File: src/rtl/fip_pkg.sv
// Shared types and constants for the sequential fixed-point divider.
// Holds the FSM encoding, iteration count and saturation limits.
package fip_pkg;

    typedef enum logic [1:0] {
        IDLE,
        BUSY,
        FINAL,
        DONE
    } fip_state_e;

    // Number of restoring steps: one per numerator bit.
    function automatic int fip_iter(input int w, input int frac);
        return w + frac;
    endfunction

    // Largest positive W-bit two's-complement value.
    function automatic logic [63:0] fip_max_pos(input int w);
        return (64'd1 << (w - 1)) - 64'd1;
    endfunction

    // Magnitude (and bit pattern) of the most negative W-bit value.
    function automatic logic [63:0] fip_min_neg(input int w);
        return 64'd1 << (w - 1);
    endfunction

endpackage

File: src/rtl/fip_div_seq_step.sv
// One radix-2 restoring division step.
// Shifts in a numerator bit and keeps the trial difference when it is non-negative.
module fip_udiv_step
    import fip_pkg::*;
#(
    parameter int W = 32
) (
    input  logic [W-1:0] rem_i,
    input  logic [W-1:0] div_i,
    input  logic         bit_i,
    output logic [W-1:0] rem_o,
    output logic         q_o
);

    logic [W:0] shl;
    logic [W:0] diff;

    // Trial subtract; bit W of the difference is the borrow.
    always_comb begin
        shl   = {rem_i, bit_i};
        diff  = shl - {1'b0, div_i};
        q_o   = ~diff[W];
        rem_o = q_o ? diff[W-1:0] : shl[W-1:0];
    end

endmodule

File: src/rtl/fip_div_seq.sv
// Multi-cycle signed fixed-point divider, Q(W-FRAC).FRAC format.
// Restoring iteration with valid/ready handshake and saturating result.
module fip_div_seq
    import fip_pkg::*;
#(
    parameter int W    = 32,
    parameter int FRAC = 16
) (
    input  logic         clk,
    input  logic         rst_n,
    input  logic         i_valid,
    output logic         o_in_ready,
    input  logic [W-1:0] i_dividend,
    input  logic [W-1:0] i_divisor,
    output logic         o_valid,
    input  logic         i_out_ready,
    output logic [W-1:0] o_quotient,
    output logic         o_overflow,
    output logic         o_div_zero
);

    localparam int N    = W + FRAC;
    localparam int ITER = fip_iter(W, FRAC);
    localparam int CW   = $clog2(ITER + 1);

    localparam logic [N-1:0] MAXP_N = N'(fip_max_pos(W));
    localparam logic [N-1:0] MINN_N = N'(fip_min_neg(W));
    localparam logic [W-1:0] MAXP_W = W'(fip_max_pos(W));
    localparam logic [W-1:0] MINN_W = W'(fip_min_neg(W));

    fip_state_e    state_q, state_d;
    logic [CW-1:0] cnt_q, cnt_d;
    logic [N-1:0]  num_q, num_d;
    logic [N-1:0]  quo_q, quo_d;
    logic [W-1:0]  div_q, div_d;
    logic [W-1:0]  rem_q, rem_d;
    logic [W-1:0]  qout_q, qout_d;
    logic          sign_q, sign_d;
    logic          zero_q, zero_d;
    logic          ovf_q, ovf_d;
    logic          dz_q, dz_d;

    logic [W-1:0]  mag_a;
    logic [W-1:0]  mag_b;
    logic [W-1:0]  step_rem;
    logic          step_q;

    fip_udiv_step #(
        .W(W)
    ) u_step (
        .rem_i(rem_q),
        .div_i(div_q),
        .bit_i(num_q[N-1]),
        .rem_o(step_rem),
        .q_o  (step_q)
    );

    // Operand magnitudes; as unsigned W-bit values |-2^(W-1)| is exact.
    always_comb begin
        mag_a = i_dividend[W-1] ? ('0 - i_dividend) : i_dividend;
        mag_b = i_divisor[W-1]  ? ('0 - i_divisor)  : i_divisor;
    end

    // Next-state and datapath control for accept, iterate, finalise, hold.
    always_comb begin
        state_d = state_q;
        cnt_d   = cnt_q;
        num_d   = num_q;
        quo_d   = quo_q;
        div_d   = div_q;
        rem_d   = rem_q;
        qout_d  = qout_q;
        sign_d  = sign_q;
        zero_d  = zero_q;
        ovf_d   = ovf_q;
        dz_d    = dz_q;
        unique case (state_q)
            IDLE: begin
                if (i_valid) begin
                    sign_d  = i_dividend[W-1] ^ i_divisor[W-1];
                    num_d   = N'(mag_a) << FRAC;
                    div_d   = mag_b;
                    zero_d  = (i_divisor == '0);
                    rem_d   = '0;
                    quo_d   = '0;
                    cnt_d   = CW'(ITER);
                    state_d = BUSY;
                end
            end
            BUSY: begin
                rem_d = step_rem;
                num_d = num_q << 1;
                quo_d = {quo_q[N-2:0], step_q};
                cnt_d = cnt_q - CW'(1);
                if (cnt_q == CW'(1)) begin
                    state_d = FINAL;
                end
            end
            FINAL: begin
                ovf_d = 1'b0;
                dz_d  = 1'b0;
                if (zero_q) begin
                    dz_d   = 1'b1;
                    qout_d = sign_q ? MINN_W : MAXP_W;
                end else if (!sign_q && quo_q > MAXP_N) begin
                    ovf_d  = 1'b1;
                    qout_d = MAXP_W;
                end else if (sign_q && quo_q > MINN_N) begin
                    ovf_d  = 1'b1;
                    qout_d = MINN_W;
                end else begin
                    qout_d = sign_q ? ('0 - quo_q[W-1:0])
                                    : quo_q[W-1:0];
                end
                state_d = DONE;
            end
            DONE: begin
                if (i_out_ready) begin
                    state_d = IDLE;
                end
            end
            default: state_d = IDLE;
        endcase
    end

    // State and datapath registers; reset aborts any division in flight.
    always_ff @(posedge clk or negedge rst_n) begin
        if (!rst_n) begin
            state_q <= IDLE;
            cnt_q   <= '0;
            num_q   <= '0;
            quo_q   <= '0;
            div_q   <= '0;
            rem_q   <= '0;
            qout_q  <= '0;
            sign_q  <= 1'b0;
            zero_q  <= 1'b0;
            ovf_q   <= 1'b0;
            dz_q    <= 1'b0;
        end else begin
            state_q <= state_d;
            cnt_q   <= cnt_d;
            num_q   <= num_d;
            quo_q   <= quo_d;
            div_q   <= div_d;
            rem_q   <= rem_d;
            qout_q  <= qout_d;
            sign_q  <= sign_d;
            zero_q  <= zero_d;
            ovf_q   <= ovf_d;
            dz_q    <= dz_d;
        end
    end

    assign o_in_ready = (state_q == IDLE);
    assign o_valid    = (state_q == DONE);
    assign o_quotient = qout_q;
    assign o_overflow = ovf_q;
    assign o_div_zero = dz_q;

endmodule

File: config.mk
export PLATFORM = sky130hd
export DESIGN_NAME = fip_div_seq
export DESIGN_NICKNAME = d
export VERILOG_FILES = /design/src/rtl/fip_pkg.sv /design/src/rtl/fip_div_seq_step.sv /design/src/rtl/fip_div_seq.sv
export SDC_FILE = /design/constraint.sdc
export NUM_CORES = 1
export LEC_CHECK = 0
export ABC_AREA = 1
export CORE_UTILIZATION = 60
export DETAILED_ROUTE_END_ITERATION = 10
export PLACE_DENSITY = 0.89
export SYNTH_ARGS = -nofsm -noshare
export SYNTH_HDL_FRONTEND = slang
export SYNTH_SLANG_ARGS = --single-unit
File: constraint.sdc
create_clock -name clk -period 3.5 [get_ports clk]
set_input_delay 0.35 -clock clk [delete_from_list [all_inputs] [get_ports clk]]
set_output_delay 0.35 -clock clk [all_outputs]
set_load 0.01 [all_outputs]
# ---- Word-level counts from Yosys, hierarchy flattened
# Cells that the tools add are included.
dict set report word_totals {
  regBits 204
  elab_cells 60
  out_inout_bits 36
  inputBits 68
}
dict set report classes {
  addsub 5
  n_eq_ne 7
  mux 24
  magnitude_cmp 2
  n_reduce_logical 9
  bitwise_logic 2
}
# cell count
set op_table {}
lappend op_table {{2-to-1 mux 32 bit} 9}
lappend op_table {{one-hot mux 48 bit (2 select lines)} 2}
lappend op_table {{2-to-1 mux 48 bit} 2}
lappend op_table {{subtractor 1 x 32 -> 32 bit (first input constant)} 3}
lappend op_table {{one-hot mux 32 bit (2 select lines)} 1}
lappend op_table {{greater-than comparator 48 x 31 -> 1 bit (second input constant)} 1}
lappend op_table {{greater-than comparator 48 x 32 -> 1 bit (second input constant)} 1}
lappend op_table {{subtractor 33 x 32 -> 33 bit} 1}
lappend op_table {{logical NOT 32 bit} 1}
lappend op_table {{one-hot mux 6 bit (2 select lines)} 1}
lappend op_table {{one-hot mux 2 bit (4 select lines)} 1}
lappend op_table {{equality test 6 x 1 -> 1 bit (second input constant)} 1}
lappend op_table {{2-to-1 mux 2 bit} 3}
lappend op_table {{2-to-1 mux 6 bit} 1}
lappend op_table {{subtractor 6 x 1 -> 6 bit (second input constant)} 1}
lappend op_table {{equality test 2 bit (second input constant)} 2}
lappend op_table {{2-to-1 mux 1 bit} 4}
lappend op_table {{!= test 2 bit (second input constant)} 2}
lappend op_table {{AND reduction 2 bit} 2}
lappend op_table {{AND reduction 3 bit} 1}
lappend op_table {{equality test 2 x 1 -> 1 bit (second input constant)} 1}
lappend op_table {{logical AND 1 bit} 2}
lappend op_table {{logical NOT 2 bit} 1}
lappend op_table {{!= test 2 x 1 -> 1 bit (second input constant)} 1}
lappend op_table {{other kinds (4)} 4}

# ---- Logic depth before layout (Yosys ltp)
dict set report logic_depth {
  depth_word 5
  mapped_depth 18
}

# ---- By module
# Synthesis repeated with hierarchy kept, for this count alone.
dict set report unflattened {
  cells_unflattened 2085
  hier_area_um2 13685.6
}
# mod area_per_inst_um2 cells_per_inst n_inst
set modules_own_cells {}
lappend modules_own_cells {fip_div_seq 10535.1 1405 1}
lappend modules_own_cells {fip_udiv_step 3150.5 680 1}

# ---- Least setup slack after synthesis
# No wires, ideal clock.
dict set report synth_timing {
  kind {register to register}
  start {register num_q[47]}
  end {register rem_q[0]}
  arrival_time_ns 2.071
  path_stages_with_launch 18
  path_buffers 1
  period_less_slack_ns 2.189
  setup_slack_ns 1.311
  cell_sequence {dfrtp_1 > inv_1 > ha_1 > inv_1 > fa_1 > nand2_1 > nand2_1 > nand3_1 > nand2_2 > nand2_1 > nand2_2 > nand2_4 > nand2_4 > nand2_2 > buf_2 > nand3_1 > nand3_1 > nand2_1}
}
dict set report synth_between {
  elab_chain_cells 3
}
# item line
set synth_lines {}
lappend synth_lines {{start: declaration} fip_div_seq.sv:33} ;# logic [N-1:0] num_q, num_d;
lappend synth_lines {{start signal: assignment} fip_div_seq.sv:143} ;# num_q <= num_d;
lappend synth_lines {{subtractor 33 x 32 -> 33 bit} fip_div_seq_step.sv:21} ;# diff = shl - {1'b0, div_i};
lappend synth_lines {{2-to-1 mux 32 bit (*)} fip_div_seq_step.sv:23} ;# rem_o = q_o ? diff[W-1:0] : shl[W-1:0];
lappend synth_lines {{one-hot mux 32 bit (2 select lines) (*)} fip_div_seq.sv:77} ;# unique case (state_q)
lappend synth_lines {{end signal: assignment} fip_div_seq.sv:146} ;# rem_q <= rem_d;
lappend synth_lines {{end: declaration} fip_div_seq.sv:36} ;# logic [W-1:0] rem_q, rem_d;
# Every way passes the cells marked *; elsewhere a longest branch is shown, timed or not.
# A chain may end at the register's enable or synchronous reset.

# ---- Worst setup path after layout
dict set report layout_timing {
  start {register num_q[47]}
  end {register rem_q[20]}
}
dict set report layout_between {
  elab_chain_cells 3
}
# item line
set layout_lines {}
lappend layout_lines {{subtractor 33 x 32 -> 33 bit} fip_div_seq_step.sv:21}
lappend layout_lines {{2-to-1 mux 32 bit} fip_div_seq_step.sv:23}
lappend layout_lines {{one-hot mux 32 bit (2 select lines)} fip_div_seq.sv:77}
# No other way between the ends.

==> flow_metrics.tcl <==
set metrics [dict create \
    final.min_clock_period_ns 2.68 \
    synth_top_cell_by_area "dfrtp_1" \
    postSynth.asyncResetShare_pct 100 \
    placement.cell_area_mm2 0.0146 \
    netlist.area_leader.share_pct 35.2 \
    ys_ff_latch 188 \
    clk_path_buf_depth 2 \
    design_area_mm2 0.0152 \
    syn_area_mm2 0.0134 \
    crit_path_max_fanout 17 \
    clock-skew-final_ns 0.0162 \
    pin_count_of_the_biggest_net_entering_global_routing 97 \
    drt-initial-drc-count 1296 \
    post_synth_edffs 0 \
    place.detailed.instances 2389 \
    cts-resized-gates 0 \
    area_growth_pct 13.7 \
    cpMaxStageDelayCell "fa_1" \
    routed_wl_mm 36.5 \
    top_level_ports 104 \
    postRouteAntennaNets 0 \
    slew_headroom_pct 29.0 \
    coreArea_mm2 0.0218 \
    crit_path_frequent_cell "nand2_1" \
    post_route_cells_drive_above_1_share_pct 3.69 \
    path_buf_inv 2 \
    port_buffers 103 \
    wire_per_inst_um 15.1 \
    setup.worst_path.end_class "flip-flop" \
    path_clk_slew_ns 0.07 \
    placementRows 54 \
    antenna_found_initial 0 \
    synth_cell_type_count 46 \
    worst_path_dominant_cell_family "simple AND/OR/NAND/NOR gates" \
    critical-path-max-stage-delay_ns 0.42 \
    clkLatencyLatePin_ns 0.44 \
    numClockSinks 188 \
    tritonroute_pass_1_iters 5 \
    globalRouteTotalUtil_pct 33.1 \
    worstSetupPathDepth 16 \
    floorplan.die.height_um 151 \
    path_cells "inv_1 -> ha_1 -> inv_1 -> fa_1 -> nand2_1 -> nand2_1 -> nand3_1 -> nand2_2 -> nand2_1 -> nand2_2 -> nand2_4 -> nand3_2 -> nand2_4 -> nand2_1 -> nand3_1 -> nand2_1" \
    residual_drc 0 \
    syn_inst 2056 \
    drv.max_cap_violation_count 0 \
    post_cts.repair.setup_buffers 0 \
    yosys-top-cells-count "nand2_1 (653), inv_1 (328), nor2_1 (210)" \
    post-route-util_pct 69.7 \
    dieWidth_um 151 \
    setup_violations 0 \
    total_negative_setup_slack_ns 0 \
    dominantRegCellSynth "dfrtp_1" \
    critical_path_class "flip-flop to flip-flop" \
    fmaxAchievable_mhz 373 \
    clock_tree.htree_level_count 4 \
    tightest_hold_check_type "input port to asynchronous set/reset pin" \
    globalRoute.totalOverflow 0 \
    grt_pass1_wl_mm 59.6 \
    dpl.hpwl_mm 27.4 \
    cts_buffers 17 \
    stdcell_count 2421 \
    antenna_cells 0 \
    num-nets-final 2238 \
    initial_core_util_pct 61.3 \
    netlist_top_cells_area "dfrtp_1 (35%), nand2_1 (18%), inv_1 (9.2%)" \
    clock_tree_from_tritoncts "done" \
    total_die_area_mm2 0.0229 \
    yosysMostFrequentCell "nand2_1" \
    synth_nets 2166 \
    fillers 1871 \
    status "complete, but fails checks" \
    number_of_synthesis_warnings 0 \
    violated_checks "hold timing" \
    tightest_slew_ns 1.06 \
    number_of_global_route_vias_before_repair 12086 \
    finalHoldViolCount 15 \
    worst_hold_slack_ns -0.0445 \
    crit_required_ns 3.82 \
    rsz0062_at_grt "no" \
    power.density_mw_per_mm2 1000 \
    clock-root-buffer "clkbuf_16" \
    synth.avg_cell_area_um2 6.50 \
    leakagePower_nw 8.17 \
    timing.critical_path.from_type "flip-flop" \
    reg2regPathDepth 16 \
    vdd_ir_drop_max_v 0.000608 \
    finalWeightedCongestion 0.986 \
    final_min_period_over_clock_period_pct 76.6 \
    via_count 13407 \
    p_total_mw 15.3 \
    synth_sequential_area_ratio_pct 35.2 \
    drt-vias-per-instance 5.54 \
    postCtsHoldBufs 0 \
    worstPathArrival_ns 3.00 \
    timing_max_transition_violations_final 0 \
]
-- layout by cell type (no fill, tap or decap), drive strengths merged, types with 5 or more instances in the layout --
cell type / instances
inv: 339
o211ai: 10
nor2: 212
nand3: 153
nand4: 42
xnor2: 14
o22ai: 50
nand3b: 14
o21ai: 90
a21oi: 83
xor2: 41
ha: 41
clkbuf: 18
dfrtp: 188
nand2: 663
nor3: 23
buf: 14
o31ai: 5
clkdlybuf4s50: 102
clkinv: 8
or2: 7
-- worst register-to-register path, delay by kind of cell, from the launching register on --
family,cells,cell delay (ns)
buffers and inverters,2,0.18
flip-flops,1,0.36
AND/OR/NAND/NOR,12,1.45
adder cells (fa/ha/maj),2,0.58
-- stage by stage --
stage	worst slack (ns)	hold WS, ns
4_1_cts	0.848	0.0107
3_3_place_gp	0.582	0.457
2_1_floorplan	1.31	0.0544
3_5_place_dp	0.603	0.465
5_1_grt	0.590	0.0367
6_report	0.820	-0.0445
-- where the power goes --
group | total (mW) | internal [mW] | switching [mW] | leakage (nW)
registers | 3.55 | 3.01 | 0.543 | 2.38
logic | 9.74 | 3.36 | 6.38 | 5.49
clock network | 1.97 | 1.02 | 0.948 | 0.292
total | 15.3 | 7.39 | 7.87 | 8.17
-- final timing paths --
kind / startpoint / slack [ns] / end
min in group clk: div_q[28] / 0.48 / div_q[28]
max: num_q[47] / 0.82 / rem_q[20]
max reg2reg: num_q[47] / 0.82 / rem_q[20]
min reg2reg: div_q[28] / 0.48 / div_q[28]
max in group asynchronous: rst_n / 2.42 / o_quotient[9]
min: rst_n / -0.04 / rem_q[13]
-- logic make-up (layout without fill, tap and decap cells) --
group	after synthesis	count (layout)	share of synthesized area [%]
and+or+nand+nor	1126	1126	35.4
xor gates and xnor gates	55	55	3.60
buffers and inverters	398	483	11.4
AOI/OAI and AO/OA	247	247	10.3
DFF	188	188	35.2
adders and majority gates	42	42	3.99
-- metal layers --
metal	track usage (%)	share of wire [%]
met3	6.54	9.2
met4	6.85	1.2
met2	48.4	42
met5	0	0
met1	50.2	47
-- area by class of cell --
class / count / area, µm² / area share, %
inverters: 334 / 1250 / 8.24
clock inverters: 15 / 173 / 1.14
clock buffers: 17 / 425 / 2.80
flip-flops and latches: 188 / 4700 / 30.9
repair buffers: 117 / 1150 / 7.58
well taps: 280 / 350 / 2.30
multi-input cells: 1470 / 7150 / 47.0
-- state kept, by name, indices dropped and copies added (netlist names) --
signal,count
rem_q,32
o_overflow,1
cnt_q,6
o_div_zero,1
div_q,32
sign_q,1
o_quotient,32
state_q,2
quo_q,48
num_q,32
zero_q,1
No activity file was read; power rests on OpenSTA's default activity.
